**config.mk**
```make
export PLATFORM = sky130hd
export DESIGN_NAME = rv_alu2
export DESIGN_NICKNAME = d
export VERILOG_FILES = /design/src/rtl/rv_alu2.sv
export SDC_FILE = /design/constraint.sdc
export NUM_CORES = 1
export LEC_CHECK = 0
export CELL_PAD_IN_SITES_DETAIL_PLACEMENT = 2
export CELL_PAD_IN_SITES_GLOBAL_PLACEMENT = 2
export CORE_AREA = 2 2 264 188
export CTS_BUF_LIST = sky130_fd_sc_hd__clkbuf_4
export CTS_CLUSTER_DIAMETER = 100
export DETAILED_ROUTE_END_ITERATION = 10
export DIE_AREA = 0 0 266 190
export MAX_ROUTING_LAYER = met4
export PLACE_DENSITY_LB_ADDON = 0.1
export SLEW_MARGIN = 20
export SYNTH_ARGS = -nofsm -noshare
export SYNTH_HDL_FRONTEND = slang
export SYNTH_SLANG_ARGS = --single-unit
```
**constraint.sdc**
```tcl
create_clock -name i_clk -period 3.3 [get_ports i_clk]
set_input_delay 0.33 -clock i_clk [delete_from_list [all_inputs] [get_ports i_clk]]
set_output_delay 0.33 -clock i_clk [all_outputs]
set_load 0.1 [all_outputs]
```
**src/rtl/rv_alu2.sv**
```systemverilog
// Second execute stage: integer ALU, branch/jump resolution and an optional
// radix-2 restoring divider, enabled by defining RV_ALU2_DIV_EN.
module rv_alu2 #(
    parameter int IADDR_SPACE_BITS = 32
) (
    input  logic                        i_clk,
    input  logic                        i_reset,
    input  logic                        i_flush,
    input  logic [31:0]                 i_op1,
    input  logic [31:0]                 i_op2,
    input  logic [31:0]                 i_reg_data2,
    input  logic [3:0]                  i_alu_op,
    input  logic [2:0]                  i_funct3,
    input  logic [4:0]                  i_rd,
    input  logic                        i_reg_write,
    input  logic                        i_store,
    input  logic                        i_inst_jal_jalr,
    input  logic                        i_inst_branch,
    input  logic [IADDR_SPACE_BITS-1:0] i_pc,
    input  logic [IADDR_SPACE_BITS-1:0] i_pc_next,
    input  logic [IADDR_SPACE_BITS-1:0] i_pc_target,
    input  logic                        i_branch_pred,
    input  logic                        i_to_trap,
    output logic [31:0]                 o_result,
    output logic [31:0]                 o_store_data,
    output logic [4:0]                  o_rd,
    output logic                        o_reg_write,
    output logic                        o_store,
    output logic [2:0]                  o_funct3,
    output logic                        o_pc_select,
    output logic [IADDR_SPACE_BITS-1:0] o_pc_target,
    output logic                        o_stall,
    output logic                        o_to_trap
);

    logic [31:0]                 alu_result;
    logic [31:0]                 link;
    logic [31:0]                 res_d;
    logic [IADDR_SPACE_BITS-1:0] target_d;
    logic                        cond;
    logic                        taken;
    logic                        pc_select_d;
    logic                        reg_write_d;
    logic                        to_trap_d;
    logic                        is_div;
    logic                        kill;
    logic [4:0]                  shamt;

    assign shamt  = i_op2[4:0];
    assign is_div = (i_alu_op[3:2] == 2'b11);
    assign link   = 32'(i_pc_next);

    // NOTE: every combinational output gets a default before the case so no path leaves it unassigned and infers a latch.
    always_comb begin
        alu_result = 32'd0;
        case (i_alu_op)
            4'd0:    alu_result = i_op1 + i_op2;
            4'd1:    alu_result = i_op1 - i_op2;
            4'd2:    alu_result = i_op1 << shamt;
            4'd3:    alu_result = {31'd0, $signed(i_op1) < $signed(i_op2)};
            4'd4:    alu_result = {31'd0, i_op1 < i_op2};
            4'd5:    alu_result = i_op1 ^ i_op2;
            4'd6:    alu_result = i_op1 >> shamt;
            4'd7:    alu_result = $signed(i_op1) >>> shamt;
            4'd8:    alu_result = i_op1 | i_op2;
            4'd9:    alu_result = i_op1 & i_op2;
            4'd10:   alu_result = i_op2;
            default: alu_result = 32'd0;
        endcase
    end

    always_comb begin
        cond = 1'b0;
        case (i_funct3)
            3'b000:  cond = (i_op1 == i_op2);
            3'b001:  cond = (i_op1 != i_op2);
            3'b100:  cond = ($signed(i_op1) < $signed(i_op2));
            3'b101:  cond = ($signed(i_op1) >= $signed(i_op2));
            3'b110:  cond = (i_op1 < i_op2);
            3'b111:  cond = (i_op1 >= i_op2);
            default: cond = 1'b0;
        endcase
    end

    assign taken       = i_inst_jal_jalr | (i_inst_branch & cond);
    assign pc_select_d = (i_inst_branch | i_inst_jal_jalr) & (taken != i_branch_pred);
    assign target_d    = taken ? {i_pc_target[IADDR_SPACE_BITS-1:1], 1'b0} : i_pc_next;

`ifdef RV_ALU2_DIV_EN
    localparam logic [1:0] ST_IDLE = 2'd0;
    localparam logic [1:0] ST_RUN  = 2'd1;
    localparam logic [1:0] ST_DONE = 2'd2;

    logic [1:0]  state;
    logic [4:0]  cnt;
    logic [31:0] quo;
    logic [31:0] rem;
    logic [31:0] dvsr;
    logic        neg_q;
    logic        neg_r;
    logic        op_rem;
    logic        div_signed;
    logic        div_ovf;
    logic [31:0] op1_mag;
    logic [31:0] op2_mag;
    logic [32:0] rem_shift;
    logic [32:0] rem_diff;
    logic [31:0] div_result;

    assign div_signed = ~i_alu_op[0];
    assign div_ovf    = div_signed & (i_op1 == 32'h8000_0000) & (i_op2 == 32'hFFFF_FFFF);
    assign op1_mag    = (div_signed & i_op1[31]) ? -i_op1 : i_op1;
    assign op2_mag    = (div_signed & i_op2[31]) ? -i_op2 : i_op2;
    assign rem_shift  = {rem, quo[31]};
    assign rem_diff   = rem_shift - {1'b0, dvsr};
    assign div_result = op_rem ? (neg_r ? -rem : rem) : (neg_q ? -quo : quo);
    assign o_stall    = ~i_reset & ((state == ST_RUN) | ((state == ST_IDLE) & is_div & ~i_flush));

    // Special cases preload the final quotient/remainder with cleared sign
    // flags, so DONE applies one uniform fix-up to every outcome.
    always_ff @(posedge i_clk or posedge i_reset) begin
        if (i_reset) begin
            state  <= ST_IDLE;
            cnt    <= 5'd0;
            quo    <= 32'd0;
            rem    <= 32'd0;
            dvsr   <= 32'd0;
            neg_q  <= 1'b0;
            neg_r  <= 1'b0;
            op_rem <= 1'b0;
        end else begin
            case (state)
                ST_IDLE: begin
                    if (is_div && !i_flush) begin
                        op_rem <= i_alu_op[1];
                        if (i_op2 == 32'd0) begin
                            quo   <= 32'hFFFF_FFFF;
                            rem   <= i_op1;
                            neg_q <= 1'b0;
                            neg_r <= 1'b0;
                            state <= ST_DONE;
                        end else if (div_ovf) begin
                            quo   <= 32'h8000_0000;
                            rem   <= 32'd0;
                            neg_q <= 1'b0;
                            neg_r <= 1'b0;
                            state <= ST_DONE;
                        end else begin
                            quo   <= op1_mag;
                            dvsr  <= op2_mag;
                            rem   <= 32'd0;
                            neg_q <= div_signed & (i_op1[31] ^ i_op2[31]);
                            neg_r <= div_signed & i_op1[31];
                            cnt   <= 5'd0;
                            state <= ST_RUN;
                        end
                    end
                end
                ST_RUN: begin
                    if (i_flush) begin
                        state <= ST_IDLE;
                    end else begin
                        if (!rem_diff[32]) begin
                            rem <= rem_diff[31:0];
                            quo <= {quo[30:0], 1'b1};
                        end else begin
                            rem <= rem_shift[31:0];
                            quo <= {quo[30:0], 1'b0};
                        end
                        cnt <= cnt + 5'd1;
                        if (cnt == 5'd31) state <= ST_DONE;
                    end
                end
                default: state <= ST_IDLE;
            endcase
        end
    end
`else
    assign o_stall = 1'b0;
`endif

    always_comb begin
        res_d       = i_inst_jal_jalr ? link : alu_result;
        reg_write_d = i_reg_write;
        to_trap_d   = i_to_trap;
`ifdef RV_ALU2_DIV_EN
        if (state == ST_DONE) res_d = div_result;
`else
        if (is_div) begin
            reg_write_d = 1'b0;
            to_trap_d   = 1'b1;
        end
`endif
    end

    assign kill = i_flush | o_stall;

    // NOTE: registered state uses non-blocking assignments so every flop samples pre-edge values.
    always_ff @(posedge i_clk or posedge i_reset) begin
        if (i_reset) begin
            o_result     <= 32'd0;
            o_store_data <= 32'd0;
            o_rd         <= 5'd0;
            o_funct3     <= 3'd0;
            o_pc_target  <= '0;
            o_reg_write  <= 1'b0;
            o_store      <= 1'b0;
            o_pc_select  <= 1'b0;
            o_to_trap    <= 1'b0;
        end else begin
            o_result     <= res_d;
            o_store_data <= i_reg_data2;
            o_rd         <= i_rd;
            o_funct3     <= i_funct3;
            o_pc_target  <= target_d;
            o_reg_write  <= reg_write_d & ~kill;
            o_store      <= i_store & ~kill;
            o_pc_select  <= pc_select_d & ~kill;
            o_to_trap    <= to_trap_d & ~kill;
        end
    end

    // The current PC is carried through the stage interface but not consumed here.
    logic unused_pc;
    assign unused_pc = ^i_pc;

endmodule

```
==> After elaboration in Yosys (flattened, before gate mapping) <==
Index checks and enable logic that the tools add are counted.
{ "op_classes": {"add_sub_neg": 2, "reduce_logical": 2, "magnitude_cmp": 4, "bitwise": 12, "mux": 6, "n_eq_ne": 19, "shifts": 3} }
{ "op_table": {"columns": ["cell", "n"], "rows": [
  ["$pmux 32 s11", 1],
  ["$ge 32x32->1", 2],
  ["$lt 32x32->1", 2],
  ["$mux 32", 2],
  ["$add 32x32->32", 1],
  ["$and 32x32->32", 1],
  ["$eq 32x32->1", 1],
  ["$ne 32x32->1", 1],
  ["$or 32x32->32", 1],
  ["$shl 32x5->32", 1],
  ["$shr 32x5->32", 1],
  ["$sshr 32x5->32", 1],
  ["$sub 32x32->32", 1],
  ["$xor 32x32->32", 1],
  ["$eq 4x3->1 const B", 4],
  ["$eq 3x3->1 const B", 4],
  ["$eq 4x4->1 const B", 3],
  ["$eq 4x2->1 const B", 2],
  ["$and 1x1->1", 6],
  ["$pmux 1 s6", 1],
  ["$eq 4x1->1 const B", 1],
  ["$logic_not 4->1", 1],
  ["$eq 3x1->1 const B", 1],
  ["$logic_not 3->1", 1],
  ["other kinds (5)", 7]
]} }
{ "totals": {"input_bits": 213, "output_inout_bits": 109, "word_cells": 57, "register_bits": 108} }

==> Longest topological paths before layout <==
Gate-level depths: netlist (run 1).
{ "depth": {"depth_word": 7, "mapped_depth": 15, "mapped_depth_nobuf": 13} }

==> Worst setup path before layout (run 1) <==
No wires, ideal clock.
{ "synth_path": {"path_kind": "input to register", "start": "input port i_op2[1]", "end": "register o_pc_target[10]", "n_path_buf": 4, "required_time_ps": 3175, "setup_ps": 125, "path_slack_ps": -544, "path_stages": 15, "t_arrival_ps": 3719, "path_cell_list": "clkbuf_1 -> buf_2 -> inv_2 -> buf_1 -> fa_1 -> nor2b_1 -> o221ai_1 -> o21ai_1 -> nor3_2 -> nor3b_4 -> o31ai_2 -> nor3_4 -> a31oi_4 -> buf_6 -> mux2_4"} }
{ "synth_between": {"elab_chain_len": 5, "word_cells_on_any_way": 10, "classes_between": "4 x order compare; 2 x eq/ne; 2 x mux; 2 x bitwise"} }
{ "synth_rtl": {"columns": ["element", "line_no", "text"], "rows": [
  ["start, declared", "10", "input logic [31:0] i_op2,"],
  ["$ge 32x32->1 (tied with other cells)", "80", "3'b111: cond = (i_op1 >= i_op2);"],
  ["$pmux 1 s6 (*)", "74", "case (i_funct3)"],
  ["$and 1x1->1 (*)", "85", "assign taken = i_inst_jal_jalr | (i_inst_branch & cond);"],
  ["$or 1x1->1 (*)", "85", null],
  ["$mux 32 (*)", "87", "assign target_d = taken ? {i_pc_target[IADDR_SPACE_BITS-1:1], 1'b0} : i_pc_next;"],
  ["named net target_d[10]", "39", "logic [IADDR_SPACE_BITS-1:0] target_d;"],
  ["end signal, assigned", "215", "o_pc_target <= target_d;"],
  ["end, declared", "31", "output logic [IADDR_SPACE_BITS-1:0] o_pc_target,"]
]} }
Mark *: on every way through the listed nets, which the timed path passes. The rest lies on a longest branch.

==> Worst setup path after layout (run 1) <==
{ "layout_path": {"start": "input port i_op1[6]", "end": "register o_result[27]"} }
{ "layout_between": {"elab_chain_len": 3, "word_cells_on_any_way": 7, "classes_between": "2 x add/sub; 3 x shift; 2 x mux"} }
{ "layout_rtl": {"columns": ["element", "line_no", "text"], "rows": [
  ["start, declared", "9", "input logic [31:0] i_op1,"],
  ["$sub 32x32->32 (tied with other cells)", "58", "4'd1: alu_result = i_op1 - i_op2;"],
  ["$pmux 32 s11 (*)", "56", "case (i_alu_op)"],
  ["$mux 32 (*)", "183", "res_d = i_inst_jal_jalr ? link : alu_result;"],
  ["named net res_d[27]", "38", "logic [31:0] res_d;"],
  ["end signal, assigned", "211", "o_result <= res_d;"],
  ["end, declared", "24", "output logic [31:0] o_result,"]
]} }
Marks and branches as above.

==> metrics, run 1 <==
post-place setup slack=-1.06 ns; Max-slew headroom=0.295; Post-synth EDFFs=0; Tmin final=3.37 ns; first-pass GRT wire length=127000 um; Max Clk Rate=roughly 300 MHz; status=complete, but fails checks; final slew viol count=0; max-cap violations=0; largest net degree at the start of global routing=57; violated checks=negative setup slack; Critical Path Start Type=input port; Critical Path End=o_result[27]; most common cell in the netlist=nor2_1; I/O pin count=322; DRT Wirelength=90300 um; drc violations=0; vias in the first global route=~17000; flops & latches, synth=108; YS warnings=0; area leader, netlist=dfrtp_1; PwrDens=roughly 310 nW/um2; Layout Nets=2593; input/output buffers=about 290; initial antenna violation count=4; CTS tree=built; total global routing track utilization=0.357; GR Overflow Total=0; top cells by count, synth=nor2_1 (148), nand2_1 (131), a21oi_1 (128), dfrtp_1 (108), o21ai_0 (104); Max VDD drop=0.219 mV; Placeable Area=48300 um2; register area share after synthesis=0.211; area delta synth->final=65.0%; TritonCTS Buffers=9; Synth cell types=89; die height=190 um; Worst EP required=3.73 ns; static leakage=approximately 9.5 nW; routed vias/inst=5.77; vias=16851; crit path max fanout=9; Sink Count=108; Longest Clk Path Bufs=2; clk root buf=clkbuf_4; GPL Wtd Cong=1.02; Post-DP HPWL=74600 um; Post-DRT Antenna Nets=0; Initial Utilization=0.266; Die X=266 um; Synth async-reset ratio=1.00; CTS H-tree depth=3; Post-Syn Area=roughly 13000 um2; kind of critical path=input port to flop; cells after synthesis=1552; total power after layout=6.52 mW; DRT iter0 DRCs=1723; CP startpoint=i_op1[6]; post-synth top area share=0.211; drt wl/cell=a little over 30 um; CP Capture Type=flop; 1st-pass router iterations=7; period utilization=1.02; pin slew with the least headroom to its limit=1.05 ns; Synth area leaders=dfrtp_1 (21%), ha_1 (9.5%), mux4_2 (8.1%); FP Rows=68; worst endpoint data arrival time=approximately 3.8 ns; Die Footprint=50500 um2; Post-Syn Nets=between 1500 and 2000; share of post-route cells with drive strength above 1=0.345; Final WS setup=-0.0704 ns; Synth Area per Inst=8.27 um2; final total negative setup slack=-1.25 ns; Hold Crit Class=input port to flop; # setup viols final=34; Main synth FF type=dfrtp_1; Hold Violations, Final=0; clk slew on worst S/H paths=0.20 ns
[critical path, stage by stage]
cell and delay (ns):
clkdlybuf4s50_1 0.45, buf_4 0.21, ha_1 0.24, a21o_1 0.22, a221o_1 0.40, a2111oi_2 0.30, buf_4 0.20, o21ai_1 0.09
a221o_1 0.39, xnor2_1 0.23, a221oi_2 0.35, o21ai_1 0.16, a22o_1 0.22
[logic make-up after synthesis]
family / after synthesis / synth area share
compound gates: 515 / 0.273
simple gates: 462 / 0.172
buf+inv: 211 / 0.0678
mux: 147 / 0.172
flops: 108 / 0.211
fa+ha+maj: 99 / 0.0977
xor+xnor: 9 / 0.00614
other cells: 1 / 0.000292
[per-layer routing]
| metal | GRT usage | share of wire | vias to the layer above |
|---|---|---|---|
| li1 | - | - | 7287 |
| met1 | 0.514 | 0.47 | 8777 |
| met2 | 0.517 | 0.43 | 712 |
| met3 | 0.0782 | 0.088 | 75 |
| met4 | 0.0525 | 0.015 | 0 |
| met5 | - | 0 | - |
[final cells by class]
type	instances	area [um2]
fill	5303	27100
multi-input combinational	1233	9930
timing repair buffer	834	7250
sequential	108	2700
tap	630	788
inverter	95	368
clock inverter	7	73.8
clock buffer	9	67.6
antenna	2	5.00
[where the power goes]
part | switching [mW] | internal (mW) | total, mW
Combinational | 2.68 | 1.65 | 4.33
Clock | 0.548 | 0.180 | 0.728
Sequential | 0.0342 | 1.43 | 1.46
[per-stage QoR]
step	instances	hold WS, ns	util	cell area (um2)
final	2918	0.190	0.438	21200
after global routing	2918	0.112	0.438	21200
after CTS	2909	0.134	0.429	20700
after detailed placement	2881	0.779	0.418	20200
after global placement	2881	0.776	0.418	20200
after floorplan	1552	0.361	-	12900
[worst min-delay path by stage]
stage / start / to / cells after the start
after floorplan: i_funct3[0] / o_funct3[0] / 0
after global placement: i_rd[1] / o_rd[1] / 1
after detailed placement: i_reg_data2[27] / o_store_data[27] / 1
after CTS: i_reg_data2[27] / o_store_data[27] / 1
after global routing: i_reg_data2[7] / o_store_data[7] / 1
final: i_reg_data2[25] / o_store_data[25] / 1
[flip-flops by register name, indices dropped and copies added (netlist names)]
name,count
o_pc_select,1
o_store,1
o_reg_write,1
o_rd,5
o_pc_target,32
o_store_data,32
o_to_trap,1
o_result,32
o_funct3,3
[cell usage in the layout (no fill, tap or decap), types with 13 or more instances in the layout]
cell type | synthesis | routed
inv_2 | 2 | 18
dfrtp_1 | 108 | 108
a211oi_1 | 19 | 15
mux2_2 | 16 | 16
a22oi_1 | 23 | 23
o21bai_1 | 14 | 14
mux2i_1 | 56 | 53
mux4_2 | 46 | 46
inv_1 | 93 | 73
o21ai_0 | 104 | 97
a31oi_1 | 13 | 13
nor2_1 | 148 | 145
buf_12 | 0 | 16
ha_1 | 97 | 76
dlymetal6s2s_1 | 0 | 14
clkdlybuf4s50_1 | 0 | 261
buf_4 | 9 | 521
a21oi_1 | 128 | 120
o211ai_1 | 17 | 17
nor3_1 | 34 | 32
nand3_1 | 30 | 27
o221ai_1 | 15 | 13
nand2_1 | 131 | 130
o22ai_1 | 17 | 16
a221o_1 | 18 | 18
ha_4 | 0 | 17
mux2_4 | 29 | 29
a21o_1 | 14 | 14
nor2b_1 | 18 | 16
a221oi_1 | 30 | 28
[repair_timing]
item | in CTS | in global routing
hold buffers | 0 | 0
pin swaps | 14 | 27
setup endpoints to repair | 45 | 47
gates resized for setup | 62 | 86
gates cloned | 1 | 1
endpoints found under the hold margin | 0 | 0
buffers inserted | 11 | 6
Power figures use the tool's default switching activity.
==> run 2, diff against run 1 <==
CORE_AREA = 2 2 251 179   (was 2 2 264 188)
DIE_AREA = 0 0 253 181   (was 0 0 266 190)
PLACE_DENSITY = 0.79   (was not set)
PLACE_DENSITY_LB_ADDON = not set   (was 0.1)
clock period = 3.55 ns   (was 3.3 ns; I/O delays follow)
==> run 2 against run 1 <==
  * Largest cell class unchanged
  * Clock power decreased by 3.3%
  * Count of clock-buffer cells in the layout unchanged
  * Highest routed layer unchanged
  * Global-route usage increased by 3.5 points
  * The flow still finishes with violations (negative setup slack)
  * Worst hold slack improved by 0.032 ns
==> metrics, run 2 (synthesis results as in run 1) <==
total global routing track utilization=0.392; Placeable Area=~43000 um2; max-cap violations=0; CTS H-tree depth=3; crit path max fanout=12; worst endpoint data arrival time=about 4 ns; GPL Wtd Cong=0.989; input/output buffers=287; post-place setup slack=-0.954 ns; clk root buf=clkbuf_4; CP Capture Type=flop; CTS tree=built; die height=181 um; initial antenna violation count=11; Multi-input gate area=slightly below 10000 um2; Die X=253 um; DRT iter0 DRCs=1800; Post-DRT Antenna Nets=0; Hold Crit Class=input port to flop; PwrDens=about 290 nW/um2; Largest regs=o_pc_target: 32 flops, o_result: 32 flops, o_store_data: 32 flops; DRT Wirelength=89200 um; drt wl/cell=32.5 um; Reg area=around 2700 um2; RSZ-0062 raised after global routing=no; first-pass GRT wire length=approximately 130000 um; TritonCTS Buffers=9; most frequent cells in the layout=buf_4 (422), clkdlybuf4s50_1 (260), nor2_1 (148), nand2_1 (130), a21oi_1 (127); 1st-pass router iterations=5; vias in the first global route=approximately 17000; kind of critical path=input port to flop; Tmin final=3.57 ns; Initial Utilization=0.297; Final WS setup=-0.0173 ns; Longest Clk Path Bufs=2; grt met2 use=0.602; pin slew with the least headroom to its limit=between 1 and 1.5 ns; most common cell after layout, fill and taps aside=buf_4; I/O pin count=322; share of post-route cells with drive strength above 1=0.290; drc violations=0; met3 Use GR=0.0928; Max-slew headroom=0.269; hold slack=~0.22 ns; Post-DP HPWL=approximately 73000 um; clk slew on worst S/H paths=0.21 ns; Max VDD drop=~0.16 mV; final slew viol count=0; vias=~17000; FP Rows=between 60 and 70; fill cell count=4785; total power after layout=5.86 mW; # setup viols final=6; most used routing layer=met2; largest net degree at the start of global routing=67; period utilization=1.00; routing usage on met1=0.524; static leakage=slightly below 9 nW; status=complete, but fails checks; Layout Nets=2483; Max Clk Rate=280 MHz; Sink Count=about 110; Die Footprint=45800 um2; violated checks=negative setup slack; Critical Path Start Type=input port; routed vias/inst=6.13; area delta synth->final=55.0%; GR Overflow Total=0; Hold Violations, Final=0; # hold bufs at CTS=0; Worst EP required=3.98 ns
[run 2: worst paths after layout]
path | cells after the start | to | slack [ns] | startpoint
max | 16 | o_pc_target[22] | -0.02 | i_op2[15]
min | 1 | o_store_data[12] | 0.22 | i_reg_data2[12]
max in group asynchronous | 3 | o_rd[0] | 2.40 | i_reset
min in group asynchronous | 2 | o_pc_target[29] | 0.35 | i_reset
[run 2: final cells by class]
| class | count | area share |
|---|---|---|
| clock buffer | 9 | 0.00339 |
| clock inverter | 7 | 0.00459 |
| inverter | 95 | 0.0180 |
| sequential | 108 | 0.136 |
| multi-input combinational | 1233 | 0.482 |
| antenna | 8 | 0.00101 |
| tap | 561 | 0.0353 |
| timing repair buffer | 724 | 0.320 |
[run 2: per-layer routing]
| metal | wire [um] | part of all wire | vias up |
|---|---|---|---|
| li1 | - | - | 7067 |
| met5 | 0 | 0 | - |
| met2 | 39500 | 0.44 | 968 |
| met1 | 38300 | 0.43 | 8670 |
| met4 | 2120 | 0.024 | 0 |
| met3 | 9310 | 0.10 | 119 |
[run 2: where the power goes]
part	internal [mW]	switching [mW]
Clock	0.174	0.530
Sequential	1.33	0.0455
Combinational	1.39	2.39
[run 2: worst max-delay path, cell delays in order]
cell           delay [ns]
dlygate4sd2_1        0.28
inv_1                0.14
ha_4                 0.23
or4_4                0.55
nor4_4               0.32
buf_4                0.17
nand4_1              0.25
buf_4                0.26
a21oi_2              0.15
o21a_1               0.14
o31ai_2              0.08
nor3_4               0.24
a31oi_4              0.18
buf_12               0.17
buf_16               0.15
mux2_4               0.30
[run 2: timing repair]
action / in CTS / in global routing
gates cloned: 1 / 0
setup endpoints to repair: 36 / 41
pin swaps: 7 / 11
buffers inserted: 3 / 4
gates resized for setup: 27 / 50
[run 2: through the flow]
step           area, um2  utilization  setup TNS, ns  instances
5_1_grt            19900        0.460              0       2745
4_1_cts            19700        0.455              0       2733
3_5_place_dp       19300        0.446         -41.72       2713
2_1_floorplan      12900            -              0       1552
6_report           19900        0.460        -0.0769       2745
3_3_place_gp       19300        0.446         -33.21       2713
==> run 3, diff against run 2 <==
CTS_BUF_LIST = not set   (was sky130_fd_sc_hd__clkbuf_4)
TNS_END_PERCENT = 20   (was not set)
==> run 3 against run 2 <==
  * The run still ends with negative setup slack left
  * Clock power grew 56%
  * Power grew 9.4%
  * Count of clock-buffer cells in the layout stayed put
  * Non-clock buffer count up 20
  * Sequential power about the same
  * Utilization grew 1.7 points
  * Worst hold slack improved by 0.18 ns
  * Critical endpoint is now o_pc_target[11]
  * Largest power group unchanged
==> metrics, run 3 (synthesis results as in run 1) <==
die height=between 150 and 200 um; Layout Nets=2503; Comb power frac=0.613; Max VDD drop=0.237 mV; vias in the first global route=17748; FP Rows=64; vias=16968; PwrDens=311 nW/um2; initial antenna violation count=8; CTS H-tree depth=3; hold_sp=i_reg_data2[8]; share of post-route cells with drive strength above 1=0.327; hold slack=0.405 ns; Placeable Area=around 43000 um2; Post-DP Area=19300 um2; fin area=20600 um2; input/output buffers=~290; # hold bufs at CTS=0; max incr delay on CP=0.54 ns; period utilization=1.02; crit path max fanout=11; Sink Count=108; status=complete, but fails checks; first-pass GRT wire length=131000 um; Critical Path Start Type=input port; Die X=253 um; max-cap violations=0; cell-internal power=~3.3 mW; Reg area=2700 um2; drc violations=0; most frequent cells in the layout=buf_4 (432), clkdlybuf4s50_1 (245), nor2_1 (145), nand2_1 (130), a21oi_1 (126); clk slew on worst S/H paths=0.09 ns; GPL Wtd Cong=0.989; post-place setup slack=-0.954 ns; WP buf/inv=8; DRT iter0 DRCs=1808; Max Clk Rate=approximately 280 MHz; Hold Crit Class=input port to flop; TritonCTS Buffers=9; # setup viols final=30; violated checks=negative setup slack; cell mode on critical path=buf_6; Initial Utilization=0.297; drt wl/cell=about 34 um; DRT Wirelength=93400 um; CTS tree=built; critical path's slowest cell=clkdlybuf4s50_1; clk root buf=clkbuf_16; Post-DP HPWL=73000 um; sequential share of power=0.215; GR Overflow Total=0; final slew viol count=0; RSZ-0062 raised after global routing=yes; static leakage=between 9 and 10 nW; worst endpoint data arrival time=3.87 ns; I/O pin count=322; Clock power frac=0.172; fill cell count=4692; Post-DRT Antenna Nets=0; Final WS setup=-0.0738 ns; total global routing track utilization=0.405; pin slew with the least headroom to its limit=1.11 ns; area delta synth->final=60.8%; Sw Pwr=3.12 mW; crit path cell chain=clkdlybuf4s50_1 > inv_2 > ha_4 > buf_4 > buf_6 > inv_1 > a21oi_2 > o31ai_1 > o221ai_1 > nand4_1 > buf_6 > nor2_4 > mux2i_4 > a31oi_4 > buf_12 > buf_16 > mux2_4; kind of critical path=input port to flop; Hold Violations, Final=0; largest net degree at the start of global routing=67; CP Capture Type=flop; Multi-input gate area=9930 um2; Worst EP required=3.80 ns; kind of cell adding the most delay to the critical path=buffers and inverters; Die Footprint=45800 um2; 1st-pass router iterations=6; most common cell after layout, fill and taps aside=buf_4; Tmin final=3.62 ns; Max-slew headroom=0.259; routed vias/inst=6.14; Longest Clk Path Bufs=2; Sw Share=0.486; hold path endpoint=o_store_data[8]; Largest regs=o_pc_target: 32 flops, o_result: 32 flops, o_store_data: 32 flops; worst hold path depth=1
==> run 3: cell count changes in the layout (fill, tap and decap cells not counted), sizes merged <==
cell	previous run	this run
buf	442	472
clkdlybuf4s50	260	245
clkbuf	10	17
dlymetal6s2s	16	13
diode	8	6
clkdlybuf4s15	1	2
==> run 3: metrics by stage <==
| stage | instances | power [mW] | utilization | setup TNS, ns |
|---|---|---|---|---|
| final | 2763 | 6.41 | 0.477 | -1.16 |
| after global routing | 2762 | 6.62 | 0.477 | -0.874 |
| after CTS | 2742 | 6.23 | 0.466 | -0.00219 |
| after detailed placement | 2713 | 5.02 | 0.446 | -41.72 |
| after global placement | 2713 | 4.91 | 0.446 | -33.21 |
| after floorplan | 1552 | 3.29 | - | 0 |
==> run 3: cell type report <==
cell class | count | area share
clock buffers | 9 | 0.0109
clock inverters | 7 | 0.00443
multi-input cells | 1233 | 0.481
flip-flops and latches | 108 | 0.131
diodes | 6 | 0.000727
well taps | 561 | 0.0340
inverters | 95 | 0.0191
repair buffers | 744 | 0.319
==> run 3: how the worst max path moves through the flow <==
stage,from,to,slack (ns),cells past startpoint
global route,i_op2[21],o_pc_target[11],-0.05,17
global placement,i_op1[12],o_pc_target[2],-0.79,15
CTS,i_op1[0],o_pc_target[6],-0.002,17
finish,i_op2[21],o_pc_target[11],-0.07,17
detailed placement,i_op1[12],o_pc_target[21],-0.95,15
floorplan,i_op2[3],o_result[29],0.03,13
==> run 3: power by group through the flow <==
| stage | clock network (mW) | registers (mW) | logic (mW) |
|---|---|---|---|
| after CTS | 1.13 | 1.38 | 3.73 |
| after detailed placement | 0 | 1.40 | 3.62 |
| after floorplan | 0 | 2.12 | 1.17 |
| after global routing | 1.18 | 1.38 | 4.06 |
| after global placement | 0 | 1.39 | 3.52 |
| final | 1.10 | 1.38 | 3.93 |
==> run 3: per-layer routing <==
metal  global-route usage  share of wire
met1                0.531           0.42
met2                0.631           0.45
met3               0.0929           0.10
met4               0.0970          0.028
met5                    -              0
==> run 3: timing repair <==
item	CTS	global route
pin swaps	20	34
gates cloned	2	1
gates resized for setup	105	142
setup endpoints to repair	50	46
buffers inserted	11	14
